### src/rtl/glyph_renderer_if.sv
// Pixel-stream bundle between the VGA timing generator, the 3x5 character
// memory read port and the glyph renderer.
//
// Stream semantics: there is no valid/ready pair. Every clock carries one
// pixel. de_in marks active video. The renderer never stalls, and its outputs
// follow their inputs by a fixed latency. mem_x/mem_y/mem_data form a
// read-only port into the character memory.
interface glyph_renderer_if;
  logic [9:0] hpos;
  logic [9:0] vpos;
  logic       de_in;
  logic       hsync_in;
  logic       vsync_in;
  logic [1:0] mem_x;
  logic [2:0] mem_y;
  logic       mem_data;
  logic [5:0] rgb;
  logic       de_out;
  logic       hsync_out;
  logic       vsync_out;

  // Environment side: timing generator, memory read data, display sink.
  modport master (
    output hpos, vpos, de_in, hsync_in, vsync_in, mem_data,
    input  mem_x, mem_y, rgb, de_out, hsync_out, vsync_out
  );

  // Renderer side.
  modport slave (
    input  hpos, vpos, de_in, hsync_in, vsync_in, mem_data,
    output mem_x, mem_y, rgb, de_out, hsync_out, vsync_out
  );
endinterface

### src/rtl/glyph_renderer.sv
// Glyph renderer: maps beam coordinates onto a scaled 3x5 glyph box and
// drives the character memory read address. Row is presented one cycle ahead
// of column, because the memory latches y one edge before x. The renderer
// emits an RRGGBB pixel with sync and de delayed by the same 4 cycles.
module glyph_renderer #(
  parameter logic [9:0] ORIGIN_X   = 10'd16,
  parameter logic [9:0] ORIGIN_Y   = 10'd8,
  parameter int         SCALE_LOG2 = 3,
  parameter logic [5:0] FG_COLOR   = 6'b111111,
  parameter logic [5:0] BG_COLOR   = 6'b000001
) (
  input logic             clock,
  input logic             rst_n,
  glyph_renderer_if.slave bus
);

  // Offsets are one bit wider than the beam counters. Bit 10 set means the
  // beam is above or left of the box.
  logic [10:0] dx;
  logic [10:0] dy;
  logic [9:0]  col_full;
  logic [9:0]  row_full;
  logic        in_box;

  assign dx = {1'b0, bus.hpos} - {1'b0, ORIGIN_X};
  assign dy = {1'b0, bus.vpos} - {1'b0, ORIGIN_Y};

  // Keep the full-width cell index so the bound checks see the real value.
  assign col_full = dx[9:0] >> SCALE_LOG2;
  assign row_full = dy[9:0] >> SCALE_LOG2;

  assign in_box = bus.de_in & ~dx[10] & ~dy[10]
                & (col_full < 10'd3) & (row_full < 10'd5);

  // Stage 1: row address goes out at once. Column and flags wait one cycle.
  logic [2:0] mem_y_q;
  logic [1:0] s1_col;
  logic       s1_in_box;
  logic       s1_de;
  logic       s1_hsync;
  logic       s1_vsync;

  // Stage 1 registers: row address leads, everything else is captured.
  always_ff @(posedge clock) begin
    if (!rst_n) begin
      mem_y_q   <= 3'd0;
      s1_col    <= 2'd0;
      s1_in_box <= 1'b0;
      s1_de     <= 1'b0;
      s1_hsync  <= 1'b1;
      s1_vsync  <= 1'b1;
    end else begin
      mem_y_q   <= in_box ? row_full[2:0] : 3'd0;
      s1_col    <= in_box ? col_full[1:0] : 2'd0;
      s1_in_box <= in_box;
      s1_de     <= bus.de_in;
      s1_hsync  <= bus.hsync_in;
      s1_vsync  <= bus.vsync_in;
    end
  end

  // Stage 2: column address, one cycle behind its row.
  logic [1:0] mem_x_q;
  logic       s2_in_box;
  logic       s2_de;
  logic       s2_hsync;
  logic       s2_vsync;

  // Stage 2 registers: column address follows the row by one edge.
  always_ff @(posedge clock) begin
    if (!rst_n) begin
      mem_x_q   <= 2'd0;
      s2_in_box <= 1'b0;
      s2_de     <= 1'b0;
      s2_hsync  <= 1'b1;
      s2_vsync  <= 1'b1;
    end else begin
      mem_x_q   <= s1_in_box ? s1_col : 2'd0;
      s2_in_box <= s1_in_box;
      s2_de     <= s1_de;
      s2_hsync  <= s1_hsync;
      s2_vsync  <= s1_vsync;
    end
  end

  // Stage 3: wait while the memory registers the addressed bit.
  logic s3_in_box;
  logic s3_de;
  logic s3_hsync;
  logic s3_vsync;

  // Stage 3 registers: pure delay matching the memory read latency.
  always_ff @(posedge clock) begin
    if (!rst_n) begin
      s3_in_box <= 1'b0;
      s3_de     <= 1'b0;
      s3_hsync  <= 1'b1;
      s3_vsync  <= 1'b1;
    end else begin
      s3_in_box <= s2_in_box;
      s3_de     <= s2_de;
      s3_hsync  <= s2_hsync;
      s3_vsync  <= s2_vsync;
    end
  end

  // Colour selection for the pixel whose memory bit is now on mem_data.
  logic [5:0] pixel;

  // Blank outside active video, background outside the box or on clear bits.
  always_comb begin
    pixel = 6'b0;
    if (s3_de) begin
      pixel = (s3_in_box && bus.mem_data) ? FG_COLOR : BG_COLOR;
    end
  end

  // Stage 4: output registers.
  logic [5:0] rgb_q;
  logic       de_q;
  logic       hsync_q;
  logic       vsync_q;

  // Output registers: sync idles high and video is blank in reset.
  always_ff @(posedge clock) begin
    if (!rst_n) begin
      rgb_q   <= 6'b0;
      de_q    <= 1'b0;
      hsync_q <= 1'b1;
      vsync_q <= 1'b1;
    end else begin
      rgb_q   <= pixel;
      de_q    <= s3_de;
      hsync_q <= s3_hsync;
      vsync_q <= s3_vsync;
    end
  end

  assign bus.mem_y     = mem_y_q;
  assign bus.mem_x     = mem_x_q;
  assign bus.rgb       = rgb_q;
  assign bus.de_out    = de_q;
  assign bus.hsync_out = hsync_q;
  assign bus.vsync_out = vsync_q;

endmodule

### src/flat_wrapper.sv
// flat-port wrapper written by rule: the top's interface ports become plain ports
module glyph_renderer_flat 
#(
  parameter logic [9:0] ORIGIN_X   = 10'd16,
  parameter logic [9:0] ORIGIN_Y   = 10'd8,
  parameter int         SCALE_LOG2 = 3,
  parameter logic [5:0] FG_COLOR   = 6'b111111,
  parameter logic [5:0] BG_COLOR   = 6'b000001
)
  (clock, rst_n, bus_hpos, bus_vpos, bus_de_in, bus_hsync_in, bus_vsync_in, bus_mem_data, bus_mem_x, bus_mem_y, bus_rgb, bus_de_out, bus_hsync_out, bus_vsync_out);
  glyph_renderer_if bus_i ();
  input logic clock;
  input logic rst_n;
  input wire logic [$bits(bus_i.hpos)-1:0] bus_hpos;
  input wire logic [$bits(bus_i.vpos)-1:0] bus_vpos;
  input wire logic [$bits(bus_i.de_in)-1:0] bus_de_in;
  input wire logic [$bits(bus_i.hsync_in)-1:0] bus_hsync_in;
  input wire logic [$bits(bus_i.vsync_in)-1:0] bus_vsync_in;
  input wire logic [$bits(bus_i.mem_data)-1:0] bus_mem_data;
  output wire logic [$bits(bus_i.mem_x)-1:0] bus_mem_x;
  output wire logic [$bits(bus_i.mem_y)-1:0] bus_mem_y;
  output wire logic [$bits(bus_i.rgb)-1:0] bus_rgb;
  output wire logic [$bits(bus_i.de_out)-1:0] bus_de_out;
  output wire logic [$bits(bus_i.hsync_out)-1:0] bus_hsync_out;
  output wire logic [$bits(bus_i.vsync_out)-1:0] bus_vsync_out;
  assign bus_i.hpos = bus_hpos;
  assign bus_i.vpos = bus_vpos;
  assign bus_i.de_in = bus_de_in;
  assign bus_i.hsync_in = bus_hsync_in;
  assign bus_i.vsync_in = bus_vsync_in;
  assign bus_i.mem_data = bus_mem_data;
  assign bus_mem_x = bus_i.mem_x;
  assign bus_mem_y = bus_i.mem_y;
  assign bus_rgb = bus_i.rgb;
  assign bus_de_out = bus_i.de_out;
  assign bus_hsync_out = bus_i.hsync_out;
  assign bus_vsync_out = bus_i.vsync_out;
  glyph_renderer #(.ORIGIN_X(ORIGIN_X), .ORIGIN_Y(ORIGIN_Y), .SCALE_LOG2(SCALE_LOG2), .FG_COLOR(FG_COLOR), .BG_COLOR(BG_COLOR)) u_core (.clock(clock), .rst_n(rst_n), .bus(bus_i));
endmodule
### config.mk
export PLATFORM = sky130hd
export DESIGN_NAME = glyph_renderer_flat
export DESIGN_NICKNAME = d
export VERILOG_FILES = /design/src/rtl/glyph_renderer_if.sv /design/src/rtl/glyph_renderer.sv /design/src/flat_wrapper.sv
export SDC_FILE = /design/constraint.sdc
export NUM_CORES = 1
export LEC_CHECK = 0
export CAP_MARGIN = 20
export CORE_UTILIZATION = 41
export DETAILED_ROUTE_END_ITERATION = 6
export HOLD_SLACK_MARGIN = 0.15
export PLACE_DENSITY = 0.77
export REMOVE_ABC_BUFFERS = 1
export SLEW_MARGIN = 10
export SYNTH_ARGS = -nofsm -noshare
export SYNTH_HDL_FRONTEND = slang
export SYNTH_SLANG_ARGS = --single-unit
### constraint.sdc
create_clock -name clock -period 1.8 [get_ports clock]
set_input_delay 0.45 -clock clock [delete_from_list [all_inputs] [get_ports clock]]
set_output_delay 0.45 -clock clock [all_outputs]
set_load 0.02 [all_outputs]
Yosys cells after proc, flatten, opt, wreduce, memory -nomap -nowiden --
Cells that the tools add are included.
Storage, ports and cells: bits in registers 28, output and inout bits 14
Cells by class: bitwise gates (word level) 6, magnitude comparators 2, muxes and demuxes 1, add/subtract/negate cells 2, reductions and logical operators 4
Operator list (number):
- $sub 10x4->11 const B | 1
- $sub 10x5->11 const B | 1
- $lt 7x2->1 const B | 1
- $lt 7x3->1 const B | 1
- $mux 6 | 1
- $reduce_and 2->1 | 3
- $and 1x1->1 | 4
- $not 1->1 | 2
- $logic_and 1x1->1 | 1

Logic depth before layout (Yosys ltp) --
Gate-level depths: netlist (run 1).
depth in word-level cells 7, depth in mapped cells 6, mapped depth without buffers 6

Least setup slack after synthesis (run 1) --
Ideal clock, no wire load.
path type input-to-reg, from input port bus_hpos[4], to register u_core.mem_y_q[1], in the netlist u_core.bus.mem_y[1], data required time 1708 ps, arrival time 1620 ps, buffers on the path 0, setup slack 88 ps, stages on the path 6, library setup time 92 ps, cells stage by stage inv_1 > ha_1 > a21bo_1 > a211oi_2 > or2b_1 > nor4_1
Between the ends: word-level cells in the longest chain between the ends 7, elaborated cells between the ends (all ways) 8, those cells by class add/sub: 1; order compare: 1; bitwise: 5; reduce/logical: 1
RTL lines:
- start: declaration | line flat_wrapper.sv:14 | input wire logic [$bits(bus_i.hpos)-1:0] bus_hpos;
- $sub 10x5->11 * | line glyph_renderer.sv:25 | assign dx = {1'b0, bus.hpos} - {1'b0, ORIGIN_X};
- parallel branches: the longest is 3 deep, another holds $lt 7x2->1
- $and 1x1->1 * (2 in series) | line glyph_renderer.sv:33 | & (col_full < 10'd3) & (row_full < 10'd5);
- $reduce_and 2->1 (no source line) *
- end signal: assignment | line glyph_renderer.sv:53 | mem_y_q <= in_box ? row_full[2:0] : 3'd0;
- end: declaration | line glyph_renderer.sv:36 | logic [2:0] mem_y_q;
Mark *: on every way between the ends. A chain may end at the register's enable or synchronous reset.

Final worst setup path (run 1) --
from input port bus_vpos[6], to register u_core.s1_col[0]
Between the ends: word-level cells in the longest chain between the ends 6, elaborated cells between the ends (all ways) 7, those cells by class add/sub: 1; order compare: 1; bitwise: 4; reduce/logical: 1
RTL lines:
- start: declaration | line flat_wrapper.sv:15 | input wire logic [$bits(bus_i.vpos)-1:0] bus_vpos;
- $sub 10x4->11 * | line glyph_renderer.sv:26 | assign dy = {1'b0, bus.vpos} - {1'b0, ORIGIN_Y};
- parallel branches: the longest is 3 deep, another holds $lt 7x3->1
- $and 1x1->1 * | line glyph_renderer.sv:33
- $reduce_and 2->1 (no source line) *
- end signal: assignment | line glyph_renderer.sv:54 | s1_col <= in_box ? col_full[1:0] : 2'd0;
- end: declaration | line glyph_renderer.sv:37 | logic [1:0] s1_col;
Marked as above.

==> metrics.txt, run 1 <==
Sw Share=0.214; Power Density=627 mW/mm^2; Post-Place Setup Slack=-0.544 ns; yosys warns=0; reg2reg path depth=2; Crit. End Element=flip-flop; max-slew violation count=0; # port buffers=33; initial DRC count=9; outcome=completed; fin crit period=1.77 ns; clock share of power=0.270; total grt overflow=0; WL final=1920 um; Worst setup startpoint=bus_vpos[6]; antenna fix cells=0; Via density=~4.8; max_cap viols=0; unrepaired setup endpoints after global routing=true; post-route core utilization=0.690; critical path's slowest cell=clkdlybuf4s50_1; count of final setup violators=0; area leader, netlist=dfxtp_1; Slew Limit Headroom=0.807; Tcrit/Tclk final=0.982; per-cell routed wire length=approximately 11 um; Clock Skew=0.00538 ns; syn_area_per_cell=10.6 um^2; CP Capture Point=u_core.s1_col[0]$_SDFF_PN0_; area delta synth->final=58.2%; Peak VDD IR=0.000312 V; Worst Setup Slack, final=0.0319 ns; vias in the first global route=783; CTS tree=yes; critical path arrival=1.95 ns; Synth area leaders=dfxtp_1 (49%), nand2b_1 (5.1%), and2_1 (4.5%), ha_1 (3.9%), nor4_1 (3.2%); max frequency=around 0.57 GHz; synthesized area=973 um^2; CP startpoint kind=primary input; worst-margin pin slew=0.286 ns; Switch Pwr=206 uW; commonest non-fill, non-tap cell in the layout=dfxtp_1; Seq/Total Area, Yosys=0.494; Worst path max stage delay=0.49 ns; Bufs and invs on worst path=1; crit path kind=in -> reg; GRT Util Overall=0.168; die width=50.7 um; gpl congestion=0.816; clock slew at reported path FFs=0.11 ns; Root Buffer=clkbuf_4; die area=0.00257 mm^2; Post-Syn Instances=92; GRT met3 Usage=0.0394; first-pass GRT wire length=between 3000 and 4000 um; CP required=~2 ns; Pleak=0.000713 uW; CTS Buffer Depth=2; M2 GR Usage=0.322; Distinct cells, synth=33; largest net degree at the start of global routing=18; R2R setup slack=1.08 ns; part of the power in registers=0.562; cell-internal power=759 uW; drt drc=0; initial antenna violation count=0; Hold Crit Class=reg -> reg; chip height=50.7 um; CP max FO=6; GR peak layer=met2; htree depth=1; FF-to-FF End=u_core.bus.rgb[4]$_SDFF_PN0_; Gate power share=0.168; CTS sink cnt=24; first drt pass iteration count=4; FF-to-FF Start=u_core.s3_de$_SDFF_PN0_; most frequent cells in the layout=dfxtp_1 (24), clkdlybuf4s50_1 (23), buf_4 (19), nand2b_1 (8), and2_1 (7); CP cell instances=clkdlybuf4s50_1, nor4b_4, mux2_4, a31oi_4, nor4_1; DRT antenna net count=0; I/O pins=40; Hold Buf Count CTS=0; fin nets=173; Clock Latency Late Sink=0.30 ns; CTS Buf Count=3; Hold Vio Cnt, Final=0; Initial Utilization=0.436; Final Power=approximately 960 uW; synthesis-stage register bit count=24; share of layout cells above drive strength 1=0.273; via count=819; Post-CTS Setup Inserts=0; Core ar.=0.00223 mm^2; top-area cell type share of the netlist area=0.494; critical path's top delay family=buffers and inverters; Post-DP HPWL=1520 um; met1 Resource Use GR=0.166; num rows=17; WP depth=5
-- routing by layer --
layer,wire [um],share of wire
met1,763,0.40
met2,1040,0.54
met3,89,0.046
met4,28,0.015
met5,0,0
-- final cells by class --
type	count	area [um^2]
fill	166	693
multi-input combinational	58	490
sequential	24	480
timing repair buffer	52	479
clock buffer	4	36.3
tap	28	35.0
inverter	5	18.8
-- worst register-to-register path, delay by kind of cell (launching register included) --
family	cells	cell delay, ns
and+or+nand+nor	2	0.30
DFF	1	0.33
-- timing repair --
item / CTS / global route
pin swaps: 3 / 2
endpoints found under the setup margin: 6 / 8
gates resized for setup: 16 / 5
-- registers in the layout, indices dropped and copies added, names as in the netlist, 2 cells and up --
register / count
u_core.s1_col: 2
u_core.bus.mem_x: 2
u_core.bus.rgb: 2
u_core.bus.mem_y: 3
-- how the worst min path moves through the flow --
stage	to	from	depth (start not counted)	slack, ns
floorplan	u_core.s3_hsync$_SDFF_PN1_	u_core.s2_hsync$_SDFF_PN1_	1	0.38
global placement	u_core.s3_hsync$_SDFF_PN1_	u_core.s2_hsync$_SDFF_PN1_	1	0.39
detailed placement	u_core.s3_hsync$_SDFF_PN1_	u_core.s2_hsync$_SDFF_PN1_	1	0.39
CTS	u_core.s3_hsync$_SDFF_PN1_	u_core.s2_hsync$_SDFF_PN1_	1	0.42
global route	u_core.s3_hsync$_SDFF_PN1_	u_core.s2_hsync$_SDFF_PN1_	1	0.43
finish	u_core.s3_hsync$_SDFF_PN1_	u_core.s2_hsync$_SDFF_PN1_	1	0.42
-- per-stage QoR --
| stage | hold WS [ns] | std cells | setup TNS, ns | area [um^2] |
|---|---|---|---|---|
| finish | 0.418 | 171 | 0 | 1540 |
| global route | 0.429 | 171 | -0.0161 | 1540 |
| CTS | 0.423 | 171 | 0 | 1530 |
| detailed placement | 0.395 | 167 | -3.03 | 1450 |
| global placement | 0.387 | 167 | -2.36 | 1450 |
| floorplan | 0.385 | 87 | 0 | 940 |
-- cell usage after synthesis (all sizes together) --
library cell  instances
dfxtp                24
nand2b                8
and2                  7
inv                   5
nand2                 5
nor4                  5
buf                   4
and3                  3
ha                    3
nor3                  3
nand4bb               2
nor2                  2
nor2b                 2
or2b                  2
a211oi                1
a21bo                 1
a21oi                 1
a31oi                 1
and2b                 1
clkbuf                1
mux2                  1
nand3                 1
nand3b                1
nor4b                 1
o21a                  1
o21ai                 1
o22ai                 1
o41ai                 1
or3                   1
or4b                  1
xor2                  1
-- power groups by stage --
stage | combinational [uW] | sequential [uW] | clock [uW]
6_report | 162 | 542 | 260
2_1_floorplan | 48.7 | 556 | 0
3_5_place_dp | 152 | 555 | 0
3_3_place_gp | 146 | 554 | 0
5_1_grt | 175 | 544 | 295
4_1_cts | 161 | 543 | 270
-- cells by family after synthesis --
group | share of synthesized area
adders and majority gates | 0.0386
AOI/OAI and AO/OA | 0.0784
DFF | 0.494
xor gates and xnor gates | 0.00900
buffers and inverters | 0.0540
and+or+nand+nor | 0.315
muxes | 0.0116
No activity file was read; power rests on OpenSTA's default activity.
==> run 2: changes to the inputs <==
--- a/config.mk
+++ b/config.mk
@@ -5,11 +5,12 @@
 export SDC_FILE = /design/constraint.sdc
 export NUM_CORES = 1
 export LEC_CHECK = 0
+export ABC_AREA = 1
 export CAP_MARGIN = 20
 export CORE_UTILIZATION = 41
 export DETAILED_ROUTE_END_ITERATION = 6
 export HOLD_SLACK_MARGIN = 0.15
-export PLACE_DENSITY = 0.77
+export PLACE_DENSITY = 0.78
 export REMOVE_ABC_BUFFERS = 1
 export SLEW_MARGIN = 10
 export SYNTH_ARGS = -nofsm -noshare
==> metrics.txt, run 2 <==
post-route core utilization=0.656; Reg area=480 um^2; largest net degree at the start of global routing=14; gpl congestion=0.766; area leader, netlist=dfxtp_1; Hold Buf Count CTS=0; most frequent cells in the layout=nand2_1 (28), inv_1 (24), clkdlybuf4s50_1 (24), dfxtp_1 (24), nor2_1 (12); top cells by count, synth=nand2_1 (28), inv_1 (26), dfxtp_1 (24), nor2_1 (15), or2_2 (8); Via density=4.29; synthesis-stage register bit count=24; GRT Util Overall=0.143; Distinct cells, synth=14; CP startpoint kind=flip-flop; Post-Syn Instances=123; max frequency=between 0.5 and 0.6 GHz; crit path kind=reg -> out; synthesized area=947 um^2; commonest non-fill, non-tap cell in the layout=nand2_1; Worst path max stage delay=0.60 ns; Async SR Flop Fraction=0; Post-CTS Setup Inserts=0; CP cell instances=clkdlybuf4s50_1; Core ar.=about 0.0022 mm^2; Slew Limit Headroom=0.837; Sw Share=0.209; dpl cell area=0.00136 mm^2; die area=0.00251 mm^2; clock slew at reported path FFs=0.11 ns; Hold Vio Cnt, Final=0; Root Buffer=clkbuf_4; fin crit period=1.67 ns; ys flop type=dfxtp_1; initial antenna violation count=0; layout filler cell count=184; critical path's slowest cell=clkdlybuf4s50_1; max reg flops=3; Crit. End Element=output port; CP required=1.35 ns; Pleak=0.000815 uW; critical path arrival=approximately 1.2 ns; area delta synth->final=51.7%; WL final=~1600 um; Tcrit/Tclk final=0.930; area of the multi-input gates=359 um^2; antenna fix cells=0; via count=between 800 and 900; max_cap viols=0; drt drc=0; CTS Buf Count=3; Post-DP HPWL=1290 um; # port buffers=33; CTS Buffer Depth=2; Post-Place Setup Slack=-0.213 ns; per-cell routed wire length=8.29 um; Fin Setup TNS=0 ns; Clock Latency Late Sink=0.30 ns; Power Density=between 600 and 700 mW/mm^2; yosys warns=0; worst-margin pin slew=0.245 ns; Final Power=936 uW; CTS tree=yes; fin area=roughly 0.0014 mm^2; CP max FO=1; Synth area leaders=dfxtp_1 (51%), nand2_1 (11%), inv_1 (10%), nor2_1 (5.9%), or2_2 (5.3%); Clock Skew=0.00580 ns; critical path's top delay family=buffers and inverters; clock share of power=0.280; fin nets=196; Hold Crit Class=reg -> reg; CTS sink cnt=24; EDFF count, synth=0; count of final setup violators=0; Switch Pwr=196 uW; share of layout cells above drive strength 1=0.199; Seq/Total Area, Yosys=0.507; Peak VDD IR=0.000337 V; cell-internal power=around 740 uW; top-count cell post-synth=nand2_1; part of the power in registers=0.579; htree depth=1; initial DRC count=5; max-slew violation count=0; chip height=between 50 and 60 um; Worst Setup Slack, final=around 0.13 ns; first-pass GRT wire length=~2600 um; Initial Utilization=0.432; syn_area_per_cell=7.70 um^2; Bufs and invs on worst path=1; outcome=completed; vias in the first global route=705; die width=50.1 um; unrepaired setup endpoints after global routing=false; I/O pins=40; top-area cell type share of the netlist area=0.507; total grt overflow=0; num rows=17; first drt pass iteration count=2; DRT antenna net count=0; Gate power share=0.140
-- run 2: cell types whose count changed in the layout (fill, tap and decap cells not counted), moves of 7 or more --
| cell | previous run | this run |
|---|---|---|
| nand2_1 | 3 | 28 |
| nand2b_1 | 8 | 0 |
| and2_1 | 7 | 0 |
| nor2_1 | 2 | 12 |
| or2_2 | 0 | 8 |
| inv_1 | 3 | 24 |
| buf_4 | 19 | 10 |
-- run 2: per-stage QoR --
stage                     cells  hold slack [ns]
after floorplan             119            0.390
after global placement      190            0.395
after detailed placement    190            0.399
after CTS                   194            0.422
after global routing        194            0.432
final                       194            0.419
-- run 2: power groups by stage --
| stage | registers (uW) | logic (uW) | clock network [uW] |
|---|---|---|---|
| 3_5_place_dp | 554 | 126 | 0 |
| 5_1_grt | 544 | 145 | 304 |
| 4_1_cts | 542 | 127 | 272 |
| 6_report | 542 | 131 | 262 |
| 2_1_floorplan | 556 | 45.8 | 0 |
| 3_3_place_gp | 554 | 122 | 0 |
-- run 2: logic make-up after synthesis --
family / after synthesis / synth area share
AOI/OAI and AO/OA: 3 / 0.0211
adders and majority gates: 3 / 0.0396
buffers and inverters: 30 / 0.135
DFF: 24 / 0.507
and+or+nand+nor: 63 / 0.297
-- run 2: what timing repair did --
item                       in CTS  in global routing
resized for setup               0                 15
setup endpoints to repair       0                 11
hold endpoints to repair        0                  0
-- run 2: per-layer routing --
metal | global-route usage | wire (um)
met2 | 0.258 | 787
met1 | 0.133 | 657
met3 | 0.0370 | 101
met5 | 0 | 0
met4 | 0.114 | 62
-- run 2: final timing paths --
kind	depth (start not counted)	slack, ns	startpoint	end
max reg2reg	1	1.11	u_core.s1_vsync$_SDFF_PN1_	u_core.s2_vsync$_SDFF_PN1_
min reg2reg	2	0.42	u_core.s1_col[1]$_SDFF_PN0_	u_core.bus.mem_x[1]$_SDFF_PN0_
max	1	0.13	u_core.bus.mem_y[0]$_SDFF_PN0_	bus_mem_y[0]
min	2	0.42	u_core.s1_col[1]$_SDFF_PN0_	u_core.bus.mem_x[1]$_SDFF_PN0_
-- run 2: layout make-up --
class	count	area share
Sequential cell	24	0.334
Inverter	26	0.0679
Multi-Input combinational cell	69	0.250
Clock buffer	4	0.0253
Tap cell	28	0.0244
Timing Repair Buffer	43	0.298
==> run 3: changes to the inputs <==
--- a/config.mk
+++ b/config.mk
@@ -6,9 +6,9 @@
 export NUM_CORES = 1
 export LEC_CHECK = 0
 export ABC_AREA = 1
-export CAP_MARGIN = 20
 export CORE_UTILIZATION = 41
 export DETAILED_ROUTE_END_ITERATION = 6
+export GPL_TIMING_DRIVEN = 0
 export HOLD_SLACK_MARGIN = 0.15
 export PLACE_DENSITY = 0.78
 export REMOVE_ABC_BUFFERS = 1
==> metrics.txt, run 3 (synthesized netlist as in run 2, its figures left out) <==
largest net degree at the start of global routing=13; vias in the first global route=628; Cells on Worst Hold Path=2; gpl congestion=0.707; outcome=completed; min-delay src=bus_vpos[3]; DRT antenna net count=0; num rows=17; fin crit period=1.67 ns; first drt pass iteration count=4; CP required=1.35 ns; CTS Buf Count=3; Peak VDD IR=0.000333 V; Worst Setup Slack, final=~0.13 ns; initial DRC count=14; area delta synth->final=41.2%; max reg flops=3; Hold EP=u_core.bus.mem_y[0]$_SDFF_PN0_; critical path's slowest cell=clkdlybuf4s50_1; die area=between 0.002 and 0.003 mm^2; reg2reg path depth=1; Tcrit/Tclk final=0.930; most frequent cells in the layout=nand2_1 (28), inv_1 (24), clkdlybuf4s50_1 (24), dfxtp_1 (24), nor2_1 (12); critical path's top delay family=buffers and inverters; WL final=1490 um; first-pass GRT wire length=2300 um; Worst path max stage delay=0.61 ns; Finished Layout Cells=183; Bufs and invs on worst path=1; Clock Skew=roughly 0.0054 ns; Switch Pwr=around 180 uW; Pleak=0.000760 uW; worst-margin pin slew=0.246 ns; FF-to-FF Start=u_core.s3_hsync$_SDFF_PN1_; Hold Crit Class=in -> reg; Initial Utilization=0.432; Post-DP HPWL=1230 um; count of final setup violators=0; CTS sink cnt=24; hold_ws=0.380 ns; Hold Vio Cnt, Final=0; die width=50.1 um; share of layout cells above drive strength 1=0.142; max_cap viols=0; # port buffers=33; clock slew at reported path FFs=approximately 0.11 ns; Root Buffer=clkbuf_4; Gate power share=0.128; fin nets=approximately 190; Core ar.=between 0.002 and 0.0025 mm^2; initial antenna violation count=0; Hold Buf Count CTS=0; crit path kind=reg -> out; Crit. End Element=output port; Sw Share=0.208; CP startpoint kind=flip-flop; Power Density=640 mW/mm^2; post-route core utilization=0.611; layout filler cell count=185; Post-CTS Setup Inserts=0; total grt overflow=0; CP cell instances=clkdlybuf4s50_1; Via density=4.31; htree depth=1; dpl cell area=0.00128 mm^2; clock share of power=0.239; I/O pins=40; max frequency=0.597 GHz; Slew Limit Headroom=0.836; drt drc=0; GRT Util Overall=0.125; FF-to-FF End=u_core.bus.hsync_out$_SDFF_PN1_; unrepaired setup endpoints after global routing=false; antenna fix cells=0; chip height=50.1 um; via count=788; per-cell routed wire length=around 8.2 um; Post-Place Setup Slack=-0.295 ns; post-cts resize count=0; part of the power in registers=0.633; cell-internal power=679 uW; DP Cell Count=180; Clock Latency Late Sink=0.29 ns; max-slew violation count=0; CTS Buffer Depth=2; critical path arrival=1.22 ns; CP max FO=1; R2R setup slack=1.11 ns; CTS tree=yes; fin area=0.00134 mm^2; commonest non-fill, non-tap cell in the layout=nand2_1
run 3: stage by stage:
step	setup TNS (ns)	power, uW
after floorplan	0	602
after global placement	-1.48	658
after detailed placement	-1.70	662
after CTS	0	869
after global routing	0	914
final	0	857
run 3: final cells by class:
type                       count  area (um^2)  share of cell area
clock buffer                   3         22.5              0.0168
inverter                      26         97.6              0.0730
multi-input combinational     69          349               0.261
sequential                    24          480               0.359
tap                           28         35.0              0.0262
timing repair buffer          33          353               0.264
run 3: how the worst max path moves through the flow:
stage,startpoint,to,slack (ns),cells past startpoint
6_report,u_core.bus.mem_x[0]$_SDFF_PN0_,bus_mem_x[0],0.13,1
5_1_grt,rst_n,u_core.bus.mem_y[1]$_SDFF_PN0_,0.06,9
4_1_cts,u_core.bus.rgb[4]$_SDFF_PN0_,bus_rgb[2],0.01,1
3_5_place_dp,bus_vpos[3],u_core.s1_col[1]$_SDFF_PN0_,-0.29,12
3_3_place_gp,bus_vpos[3],u_core.s1_col[1]$_SDFF_PN0_,-0.25,12
2_1_floorplan,bus_vpos[3],u_core.bus.mem_y[0]$_SDFF_PN0_,0.38,11
run 3: power by group through the flow:
stage / Combinational [uW] / Clock [uW] / Sequential, uW
6_report: 109 / 205 / 542
5_1_grt: 121 / 250 / 544
4_1_cts: 108 / 218 / 542
3_5_place_dp: 108 / 0 / 555
3_3_place_gp: 104 / 0 / 554
2_1_floorplan: 45.8 / 0 / 556
run 3: routing by layer:
| layer | routed length (um) | track usage | part of all wire |
|---|---|---|---|
| met2 | 775 | 0.242 | 0.52 |
| met3 | 109 | 0.0370 | 0.073 |
| met1 | 576 | 0.110 | 0.39 |
| met5 | 0 | 0 | 0 |
| met4 | 30 | 0.0714 | 0.020 |
